--- src/rtl/pattern_match_pkg.sv ---
// Shared defaults and configuration record for the serial pattern detector.
package pattern_match_pkg;

   localparam int PM_WIDTH_DEF = 8;
   localparam int PM_CNT_W_DEF = 8;
   localparam int PM_MAX_W     = 32;
   localparam logic [7:0] PM_PAT_RESET_DEF = 8'b1101_0110;

   // Configuration record; fields sized for the widest legal window and
   // zero-extended, so unused upper mask bits never take part in a compare.
   typedef struct packed {
      logic [PM_MAX_W-1:0] pattern;
      logic [PM_MAX_W-1:0] mask;
      logic                overlap;
   } pm_cfg_t;

   // Resize the 8-bit default pattern to w bits. The first-received bits
   // are kept: narrower windows take the MSBs, wider ones pad with zeros
   // after the default.
   function automatic logic [PM_MAX_W-1:0] pm_resize_pat(input int w);
      logic [PM_MAX_W-1:0] p;
      p = PM_MAX_W'(PM_PAT_RESET_DEF);
      if (w <= 8) return p >> (8 - w);
      else        return p << (w - 8);
   endfunction

endpackage

--- src/rtl/pattern_match_n_sat_counter.sv ---
// Clear-priority saturating event counter.
module pm_sat_counter
   import pattern_match_pkg::*;
#(
   parameter int CNT_W = PM_CNT_W_DEF
) (
   input  logic             clock,
   input  logic             rst_n,
   input  logic             inc,
   input  logic             clr,
   output logic [CNT_W-1:0] count,
   output logic             sat
);

   assign sat = &count;

   // Clear wins over increment; hold once all-ones is reached.
   always_ff @(posedge clock) begin
      if (!rst_n)          count <= '0;
      else if (clr)        count <= '0;
      else if (inc && !sat) count <= count + CNT_W'(1);
   end

endmodule

--- src/rtl/pattern_match_n.sv ---
// Serial sliding-window pattern detector with don't-care mask,
// overlap/non-overlap modes and a saturating hit counter.
module pattern_match_n
   import pattern_match_pkg::*;
#(
   parameter int               WIDTH     = PM_WIDTH_DEF,
   parameter int               CNT_W     = PM_CNT_W_DEF,
   parameter logic [WIDTH-1:0] PAT_RESET = WIDTH'(pm_resize_pat(WIDTH))
) (
   input  logic             clock,
   input  logic             rst_n,
   input  logic             ser_in,
   input  logic             cfg_load,
   input  logic [WIDTH-1:0] pattern,
   input  logic [WIDTH-1:0] mask,
   input  logic             overlap,
   input  logic             clr_count,
   output logic             found,
   output logic [CNT_W-1:0] match_count,
   output logic             count_sat
);

   localparam int FILL_W = $clog2(WIDTH + 1);
   localparam logic [FILL_W-1:0] FILL_FULL = FILL_W'(WIDTH);

   logic [WIDTH-1:0]  win;
   logic [FILL_W-1:0] fill;
   pm_cfg_t           cfg_r;
   logic              restart;

   // Match is purely from registered state; masked-off bits always agree.
   assign found   = (fill == FILL_FULL) &&
                    (((PM_MAX_W'(win) ^ cfg_r.pattern) & cfg_r.mask) == '0);
   // Non-overlap flush or reconfiguration starts a fresh window.
   assign restart = (found && !cfg_r.overlap) || cfg_load;

   // Window shift, fill tracking and configuration registers.
   always_ff @(posedge clock) begin
      if (!rst_n) begin
         win           <= '0;
         fill          <= '0;
         cfg_r.pattern <= PM_MAX_W'(PAT_RESET);
         cfg_r.mask    <= PM_MAX_W'({WIDTH{1'b1}});
         cfg_r.overlap <= 1'b1;
      end else begin
         win <= {win[WIDTH-2:0], ser_in};
         // The bit sampled on a restart edge is the first of the new window.
         if (restart)                fill <= FILL_W'(1);
         else if (fill != FILL_FULL) fill <= fill + FILL_W'(1);
         if (cfg_load) begin
            cfg_r.pattern <= PM_MAX_W'(pattern);
            cfg_r.mask    <= PM_MAX_W'(mask);
            cfg_r.overlap <= overlap;
         end
      end
   end

   pm_sat_counter #(.CNT_W(CNT_W)) u_cnt (
      .clock (clock),
      .rst_n (rst_n),
      .inc   (found),
      .clr   (clr_count),
      .count (match_count),
      .sat   (count_sat)
   );

endmodule

--- config.mk ---
export PLATFORM = sky130hd
export DESIGN_NAME = pattern_match_n
export DESIGN_NICKNAME = d
export VERILOG_FILES = /design/src/rtl/pattern_match_pkg.sv /design/src/rtl/pattern_match_n_sat_counter.sv /design/src/rtl/pattern_match_n.sv
export SDC_FILE = /design/constraint.sdc
export NUM_CORES = 1
export LEC_CHECK = 0
export BUFFER_PORTS_ARGS = -buffer_cell sky130_fd_sc_hd__buf_4
export CAP_MARGIN = 10
export CORE_MARGIN = 4
export CORE_UTILIZATION = 53
export CTS_CLUSTER_DIAMETER = 120
export CTS_CLUSTER_SIZE = 14
export DETAILED_ROUTE_END_ITERATION = 6
export PLACE_DENSITY_LB_ADDON = 0.3
export SYNTH_ARGS = -nofsm -noshare
export SYNTH_HDL_FRONTEND = slang
export SYNTH_HIERARCHICAL = 1
export SYNTH_SLANG_ARGS = --single-unit
--- constraint.sdc ---
create_clock -name clock -period 2.4 [get_ports clock]
set_clock_uncertainty 0.2 [all_clocks]
set_input_delay 0.12 -clock clock [delete_from_list [all_inputs] [get_ports clock]]
set_output_delay 0.12 -clock clock [all_outputs]
set_load 0.01 [all_outputs]
Word level (Yosys, flattened, before mapping)
Index checks and enable logic that the tools add are counted.
Cells by class
  mux-type cells: 2
  bitwise operators: 3
  add/sub/neg operators: 2
  equal/unequal tests: 2
  reductions and logical operators: 11
Operators with widths (number)
  32-bit zero test: 1
  8-bit by 1-bit adder with 8-bit output (second input constant): 1
  8-bit bitwise AND: 1
  8-bit AND reduction: 1
  8-bit XOR: 1
  4-bit by 1-bit adder with 4-bit output (second input constant): 1
  4-bit == test (second input constant): 1
  4-bit inequality test (second input constant): 1
  2-bit OR reduction: 2
  1-bit logical AND: 3
  1-bit zero test: 2
  1-bit 2-to-1 mux: 2
  2-bit nonzero test: 1
  1-bit logical OR: 1
  1-bit inverter: 1
Word-level totals
  input bits: 22
  word-level logic and storage cells: 27
  output and inout port bits: 10
  register bits after elaboration: 37

Depth between registers and ports, before layout
Gate-level depths: netlist of run 1.
  depth in word-level cells: 7
  mapped depth: 8
  gate-level depth less buffers: 8

Modules after synthesis
The synthesis of run 1 kept the hierarchy.
Modules (own cells, without submodules)
  pattern_match_n: cells an instance 110, instances 1, area an instance 1178.6 sq um, sequential area each 580.6 sq um
  pm_sat_counter: cells an instance 50, instances 1, area an instance 422.9 sq um, sequential area each 160.2 sq um

Worst setup path before layout of run 1
OpenSTA, ideal clock, no wires.
  path type: flip-flop to flip-flop
  from: reg fill[0]
  to: reg u_cnt.count[6]
  data required time: 2085 ps
  buffers on the path: 0
  slack: 300 ps
  stages on the path, launching flop included: 9
  library setup time: 115 ps
  clock period less this slack: 2100 ps
  data arrival time: 1785 ps
  path through: dfxtp_1 inv_1 ha_1 nand3b_4 a221oi_2 and2_2 nand3_1 or4_1 and3_1
Between the ends
  cells in the longest elaborated chain, start to end: 3
Ends and longest elaborated chain
  from (decl): line pattern_match_n.sv:27  | logic [FILL_W-1:0] fill;
  from (signal assigned): line pattern_match_n.sv:49  | else if (fill != FILL_FULL) fill <= fill + FILL_W'(1);
  4-bit == test: line pattern_match_n.sv:32  | assign found = (fill == FILL_FULL) &&
  1-bit logical AND: line pattern_match_n.sv:32
  net found: line pattern_match_n.sv:18  | output logic found,
  1-bit logical AND: line pattern_match_n_sat_counter.sv:21  | else if (inc && !sat) count <= count + CNT_W'(1);
  to (signal assigned): line pattern_match_n_sat_counter.sv:21
  to (decl): line pattern_match_n_sat_counter.sv:11  | output logic [CNT_W-1:0] count,
The timed path passes the listed nets, and every way through them passes these cells.
A chain may end at the register's enable or synchronous reset.

Final worst setup path of run 1
  from: reg fill[0]
  to: reg u_cnt.count[6]
Between the ends
  cells in the longest elaborated chain, start to end: 3
Ends and longest elaborated chain (line)
  4-bit == test: pattern_match_n.sv:32
  1-bit logical AND: pattern_match_n.sv:32
  1-bit logical AND: pattern_match_n_sat_counter.sv:21
Every way passes these cells.

==> flow_metrics.py, run 1 <==
metrics = {
    "logic_synthesis": {
        "avgSynthCellArea_um2": 10.0,
        "synth.distinct_cells": 36,
        "ys.warnings.count": 6,
        "synth_fp_nets": 185,
        "combinational_family_with_the_most_area_after_synthesis": "simple AND/OR/NAND/NOR gates",
        "synth.mux.area_fraction": 0.126,
        "post_synth_xor_area_fraction": 0.0602,
        "synthesized_area_fraction_occupied_by_and_or_nand_nor_cells": 0.199,
        "synth_top_area_share": 0.463,
        "synth_sequential_area_ratio": 0.463,
        "adder_and_majority_cell_fraction_of_the_synthesized_area": 0.0234,
        "post_synth_instance_area_mm2": 0.00160,
        "ys_seq_elements": 37,
        "netlist.top_cell.by_area": "sky130_fd_sc_hd__dfxtp_1",
        "synth_compound_area_frac": 0.0969,
        "synth_top_cells_by_area": "sky130_fd_sc_hd__dfxtp_1 (46%), sky130_fd_sc_hd__mux2i_1 (12%), sky130_fd_sc_hd__nand2_1 (5.2%)",
        "synth_cells": 160,
    },
    "sta": {
        "fmaxAchievable_ghz": 0.444,
        "slew_violations": 0,
        "worst_slew_margin_relative_to_its_limit": 0.680,
        "period_share": 0.938,
        "final-hold-violation-count": 0,
        "timing.final.crit_period_ns": 2.25,
        "setup-violations-final": 0,
        "timing_worst_slew_pin_value_ns": 0.479,
    },
    "final_layout": {
        "finish.utilization": 0.821,
        "fill_cells": 152,
        "nets": 255,
        "layout-area-overhead-vs-synth_pct": 45.1,
        "insertedDiodeCount": 0,
        "final_layout_size_suffix_gt1_frac": 0.195,
    },
    "routing": {
        "viasPerCell": 5.63,
        "drc_errors": 0,
        "drt_pre_antenna_iters": 4,
        "ant_nets": 0,
        "drt_wl_total_mm": 4.61,
        "detailedRoute.firstIterationViolations": 130,
        "routed_wire_length_per_instance_um": 17.6,
        "routed-via-count": 1475,
    },
    "setup_path": {
        "crit_type": "reg2reg",
        "crit_path_max_fanout": 7,
        "cp-endpoint": "u_cnt/count[6]$_SDFFE_PP0P_",
        "reg2reg_from": "fill[0]$_SDFFE_PN0P_",
        "crit_chain": "inv_1 > ha_1 > nand3b_4 > a221oi_4 > and2_4 > nand3_1 > or4_1 > and3_1",
        "worst-endpoint-arrival_ns": 2.30,
        "cp-start-kind": "register",
        "setup.worst_path.end_class": "register",
        "reg2regPathDepth": 8,
        "worst_case_register_to_register_setup_slack_ns": 0.15,
        "cp-startpoint": "fill[0]$_SDFFE_PN0P_",
        "timing.rr.end": "u_cnt/count[6]$_SDFFE_PP0P_",
        "worst_endpoint_required_time_ns": 2.45,
        "cp_slowest_stage_delay_ns": 0.41,
        "critPathSlowestCell": "sky130_fd_sc_hd__or4_1",
    },
    "die": {
        "die_width_um": 63.0,
        "floorplan.initialDensity": 0.566,
        "floorplan_core_area_mm2": 0.00283,
        "ios": 32,
        "fp.dieH_um": 63.0,
        "floorplan.rows": 19,
        "floorplan.die_area_mm2": 0.00397,
    },
    "cts": {
        "cts_root_buffer": "sky130_fd_sc_hd__clkbuf_4",
        "insertion_delay_ns": 0.35,
        "htree_levels": 2,
        "clock_sinks": 37,
        "post_cts_clock_slew_at_the_launch_and_capture_registers_of_the_worst_setup_and_hold_paths_ns": 0.13,
        "cts-root-to-sink-buffers": 2,
        "cts_tree": "yes",
        "cts_buf_count": 5,
        "postCtsSetupRepairBufs": 0,
    },
    "run_status": {
        "run_status": "complete, no violations",
    },
    "power": {
        "ir_drop_v": 0.000508,
        "power_density_mw_per_mm2": 554,
        "p_leak_nw": 1.03,
        "report.power.total_mw": 1.29,
    },
    "job": {
        "max-cap-violations": 0,
    },
    "grt": {
        "grt_pass1_wl_mm": 7.39,
        "grt_pass1_vias": 1570,
        "pin_count_of_the_biggest_net_entering_global_routing": 31,
        "antenna_found_initial": 0,
        "grt.overflow.total": 0,
        "globalRouteTotalUtil": 0.237,
    },
    "placed_design": {
        "port_buffers": 31,
        "final_weighted_congestion_of_routability_driven_global_placement": 0.898,
        "place_hpwl_mm": 2.33,
    },
    "hold_path": {
        "worst_hold_path_type": "in2reg",
    },
}
==> flip-flops by register name, indices dropped and copies added (netlist names) <==
signal and count:
fill 4, cfg_r 17, u_cnt/count 8, win 8
==> kinds of logic (layout without fill, tap and decap cells) <==
family / count (synthesis) / after routing
mux: 20 / 20
simple gates: 56 / 56
buf+inv: 11 / 82
compound gates: 22 / 22
flops: 37 / 37
xor+xnor: 11 / 11
fa+ha+maj: 3 / 3
==> per-stage QoR <==
step	instance area, um2	setup TNS [ns]	hold slack (ns)	setup slack (ns)	std cells
global route	2320	-0.00404	0.133	-0.00404	262
floorplan	1600	0	0.0473	0.300	160
detailed placement	1840	0	0.142	0.199	216
CTS	2310	0	0.111	0.173	262
finish	2320	0	0.133	0.150	262
global placement	1840	0	0.133	0.281	216
==> how the worst min path moves through the flow <==
| stage | from | endpoint | slack (ns) | depth (start not counted) |
|---|---|---|---|---|
| floorplan | ser_in | win[0]$_SDFF_PN0_ | 0.05 | 1 |
| global placement | mask[0] | cfg_r[1]$_SDFFE_PN1P_ | 0.13 | 3 |
| detailed placement | pattern[1] | cfg_r[34]$_SDFFE_PN1P_ | 0.14 | 3 |
| CTS | cfg_load | fill[3]$_SDFFE_PP0P_ | 0.11 | 4 |
| global route | cfg_load | fill[3]$_SDFFE_PP0P_ | 0.13 | 4 |
| finish | cfg_load | fill[3]$_SDFFE_PP0P_ | 0.13 | 4 |
==> cell type report <==
type,count,area (um2),area share
Clock inverter,2,37.5,0.0162
Sequential cell,37,741,0.319
Clock buffer,6,51.3,0.0221
Multi-Input combinational cell,112,823,0.354
Inverter,5,18.8,0.00808
Tap cell,31,38.8,0.0167
Timing Repair Buffer,69,613,0.264
==> report_power, final <==
group          total (mW)  switching (mW)  internal [mW]
clock network       0.472           0.225          0.248
registers           0.654          0.0180          0.636
logic               0.161          0.0636         0.0978
total                1.29           0.306          0.982
==> critical path, delay by kind of cell (launching register included) <==
kind | cells | cell delay, ns
and+or+nand+nor | 5 | 1.06
DFF | 1 | 0.36
AOI/OAI and AO/OA | 1 | 0.23
adders and majority gates | 1 | 0.20
buffers and inverters | 1 | 0.09
==> routing by layer <==
layer,vias up,global-route usage,share of wire
li1,698,-,-
met1,713,0.264,0.41
met2,56,0.437,0.52
met3,8,0.0665,0.055
met4,0,0.0634,0.0080
met5,-,0,0
==> cell usage after synthesis <==
cell	count
sky130_fd_sc_hd__o21ai_0	2
sky130_fd_sc_hd__nor2b_1	5
sky130_fd_sc_hd__nand2b_1	2
sky130_fd_sc_hd__mux2_2	1
sky130_fd_sc_hd__nand2_1	22
sky130_fd_sc_hd__clkbuf_1	2
sky130_fd_sc_hd__a22oi_1	3
sky130_fd_sc_hd__nand4_1	2
sky130_fd_sc_hd__a41o_1	1
sky130_fd_sc_hd__ha_1	3
sky130_fd_sc_hd__and4_1	2
sky130_fd_sc_hd__and3_4	1
sky130_fd_sc_hd__nand3b_4	1
sky130_fd_sc_hd__or4_1	1
sky130_fd_sc_hd__xnor2_1	2
sky130_fd_sc_hd__inv_1	5
sky130_fd_sc_hd__a2111oi_0	1
sky130_fd_sc_hd__and2_1	10
sky130_fd_sc_hd__nand3_2	1
sky130_fd_sc_hd__dfxtp_1	37
sky130_fd_sc_hd__buf_2	2
sky130_fd_sc_hd__a2111o_1	1
sky130_fd_sc_hd__o21a_1	1
sky130_fd_sc_hd__nand3_1	2
sky130_fd_sc_hd__a31oi_1	1
sky130_fd_sc_hd__a21boi_1	1
sky130_fd_sc_hd__nor3_1	3
sky130_fd_sc_hd__mux2i_1	19
sky130_fd_sc_hd__a221oi_2	1
sky130_fd_sc_hd__o21bai_1	1
sky130_fd_sc_hd__xor2_1	9
sky130_fd_sc_hd__and2_2	1
sky130_fd_sc_hd__a311oi_1	1
sky130_fd_sc_hd__and3_1	3
sky130_fd_sc_hd__buf_4	2
sky130_fd_sc_hd__a21oi_1	8
==> cells in the final DEF (no fill, tap or decap), types with 2 or more instances in the layout <==
master and count:
sky130_fd_sc_hd__xnor2_1 2, sky130_fd_sc_hd__a22oi_1 3, sky130_fd_sc_hd__and4_1 2, sky130_fd_sc_hd__inv_1 5, sky130_fd_sc_hd__mux2i_1 19, sky130_fd_sc_hd__and3_1 3, sky130_fd_sc_hd__xor2_1 9, sky130_fd_sc_hd__a21oi_1 8
sky130_fd_sc_hd__nor3_1 3, sky130_fd_sc_hd__ha_1 3, sky130_fd_sc_hd__o21ai_0 2, sky130_fd_sc_hd__nand2b_1 2, sky130_fd_sc_hd__nand3_1 2, sky130_fd_sc_hd__nand2_1 22, sky130_fd_sc_hd__buf_4 31, sky130_fd_sc_hd__nand4_1 2
sky130_fd_sc_hd__dlygate4sd3_1 38, sky130_fd_sc_hd__nor2b_1 5, sky130_fd_sc_hd__and2_1 10, sky130_fd_sc_hd__clkbuf_4 5, sky130_fd_sc_hd__dfxtp_1 37
==> what timing repair did <==
action                                 in CTS  in global routing
setup endpoints to repair                   0                  2
resized for setup                           0                  3
endpoints found under the hold margin      32                  0
hold buffers                               38                  0
(Power assumes the default switching activity.)
==> inputs of run 2 (changes only) <==
--- a/config.mk
+++ b/config.mk
@@ -13,6 +13,7 @@
 export CTS_CLUSTER_SIZE = 14
 export DETAILED_ROUTE_END_ITERATION = 6
 export PLACE_DENSITY_LB_ADDON = 0.3
+export RECOVER_POWER = 50
 export SYNTH_ARGS = -nofsm -noshare
 export SYNTH_HDL_FRONTEND = slang
 export SYNTH_HIERARCHICAL = 1
==> flow_metrics.py, run 2 (synthesis results as in run 1) <==
metrics = {
    "cts": {
        "post_cts_clock_slew_at_the_launch_and_capture_registers_of_the_worst_setup_and_hold_paths_ns": 0.13,
        "postCtsSetupRepairBufs": 0,
        "cts_tree": "yes",
        "insertion_delay_ns": 0.35,
        "htree_levels": 2,
        "clock_sinks": 37,
        "cts-root-to-sink-buffers": 2,
        "cts_buf_count": 5,
        "cts_root_buffer": "sky130_fd_sc_hd__clkbuf_4",
    },
    "setup_path": {
        "setup.worst_path.end_class": "register",
        "worst_endpoint_required_time_ns": 2.45,
        "worst-endpoint-arrival_ns": 2.29,
        "cp-start-kind": "register",
        "reg2regPathDepth": 8,
        "crit_type": "reg2reg",
        "crit_path_max_fanout": 7,
    },
    "routing": {
        "viasPerCell": 5.56,
        "routed-via-count": 1456,
        "ant_nets": 0,
        "drc_errors": 0,
        "drt_pre_antenna_iters": 4,
        "drt_wl_total_mm": 4.60,
        "detailedRoute.firstIterationViolations": 142,
        "routed_wire_length_per_instance_um": 17.5,
    },
    "placed_design": {
        "final_weighted_congestion_of_routability_driven_global_placement": 0.898,
        "port_buffers": 31,
        "detailed_place.area_mm2": 0.00184,
        "place_hpwl_mm": 2.33,
    },
    "grt": {
        "grt_util_met2": 0.437,
        "pin_count_of_the_biggest_net_entering_global_routing": 31,
        "grt_pass1_wl_mm": 7.39,
        "globalRouteMet1Util": 0.264,
        "grt.overflow.total": 0,
        "grt_pass1_vias": 1570,
        "grt_util_met3": 0.0665,
        "grt.busiest_layer": "met2",
        "globalRouteTotalUtil": 0.237,
        "antenna_found_initial": 0,
    },
    "final_layout": {
        "nets": 255,
        "reg_top3": "cfg_r (17), u_cnt/count (8), win (8)",
        "insertedDiodeCount": 0,
        "layout_common_cells": "sky130_fd_sc_hd__dlygate4sd3_1 (38), sky130_fd_sc_hd__dfxtp_1 (37), sky130_fd_sc_hd__buf_4 (23), sky130_fd_sc_hd__nand2_1 (22), sky130_fd_sc_hd__mux2i_1 (19)",
        "finish.utilization": 0.811,
        "final_layout_size_suffix_gt1_frac": 0.160,
        "layout-area-overhead-vs-synth_pct": 43.2,
        "post-route-cell-area_mm2": 0.00229,
        "registers.top_by_ff_count": "cfg_r",
        "largest_register_ffs": 17,
        "mostFrequentLayoutCell": "sky130_fd_sc_hd__dlygate4sd3_1",
    },
    "sta": {
        "slew_violations": 0,
        "final-hold-violation-count": 0,
        "timing_worst_slew_pin_value_ns": 0.475,
        "fmaxAchievable_ghz": 0.446,
        "period_share": 0.933,
        "worst_slew_margin_relative_to_its_limit": 0.683,
        "timing.final.crit_period_ns": 2.24,
        "setup-violations-final": 0,
    },
    "die": {
        "ios": 32,
        "floorplan_core_area_mm2": 0.00283,
        "floorplan.initialDensity": 0.566,
        "floorplan.die_area_mm2": 0.00397,
        "die_width_um": 63.0,
        "fp.dieH_um": 63.0,
        "floorplan.rows": 19,
    },
    "run_status": {
        "run_status": "complete, no violations",
    },
    "job": {
        "max-cap-violations": 0,
    },
    "power": {
        "p_leak_nw": 0.990,
        "power_density_mw_per_mm2": 562,
        "ir_drop_v": 0.000512,
    },
    "hold_path": {
        "hold-path-cell-count": 4,
        "worst_hold_path_type": "in2reg",
    },
}
run 2: worst paths after layout:
path,startpoint,end,slack (ns)
min,cfg_load,fill[3]$_SDFFE_PP0P_,0.14
max reg2reg,fill[0]$_SDFFE_PN0P_,u_cnt/count[6]$_SDFFE_PP0P_,0.16
max,fill[0]$_SDFFE_PN0P_,u_cnt/count[6]$_SDFFE_PP0P_,0.16
min reg2reg,win[4]$_SDFF_PN0_,win[5]$_SDFF_PN0_,0.29
run 2: layout make-up:
type | count | area [um2]
Fill cell | 163 | 536
Multi-Input combinational cell | 112 | 823
Clock inverter | 2 | 37.5
Inverter | 5 | 18.8
Sequential cell | 37 | 741
Clock buffer | 6 | 51.3
Timing Repair Buffer | 69 | 583
Tap cell | 31 | 38.8
run 2: worst max-delay path, stage by stage, from the launching register on:
cell and delay (ns):
sky130_fd_sc_hd__dfxtp_1 0.35, sky130_fd_sc_hd__inv_1 0.09, sky130_fd_sc_hd__ha_1 0.20, sky130_fd_sc_hd__nand3b_4 0.12, sky130_fd_sc_hd__a221oi_4 0.23, sky130_fd_sc_hd__and2_4 0.22, sky130_fd_sc_hd__nand3_1 0.12, sky130_fd_sc_hd__or4_1 0.41
sky130_fd_sc_hd__and3_1 0.18
run 2: through the flow:
stage / power (mW) / std cells / setup slack [ns] / setup TNS [ns] / hold WS, ns
after floorplan: 0.725 / 160 / 0.300 / 0 / 0.0473
after global placement: 0.759 / 216 / 0.281 / 0 / 0.133
after detailed placement: 0.764 / 216 / 0.199 / 0 / 0.142
after CTS: 1.27 / 262 / 0.173 / 0 / 0.111
after global routing: 1.34 / 262 / -0.00378 / -0.00378 / 0.133
final: 1.29 / 262 / 0.160 / 0 / 0.137
run 2: per-layer routing:
layer,vias to the layer above,wire (um)
li1,696,-
met1,690,1900
met2,64,2390
met3,6,275
met4,0,36
met5,-,0
run 2: what timing repair did:
| item | CTS | global route |
|---|---|---|
| hold endpoints to repair | 32 | 0 |
| endpoints found under the setup margin | 0 | 2 |
| hold buffers | 38 | 0 |
| gates resized for setup | 0 | 3 |
run 2: where the power goes:
group          switching (mW)  total [mW]  internal, mW  leakage [nW]
clock                   0.226       0.473         0.248        0.0445
combinational          0.0633       0.161        0.0977         0.643
sequential             0.0179       0.654         0.636         0.303
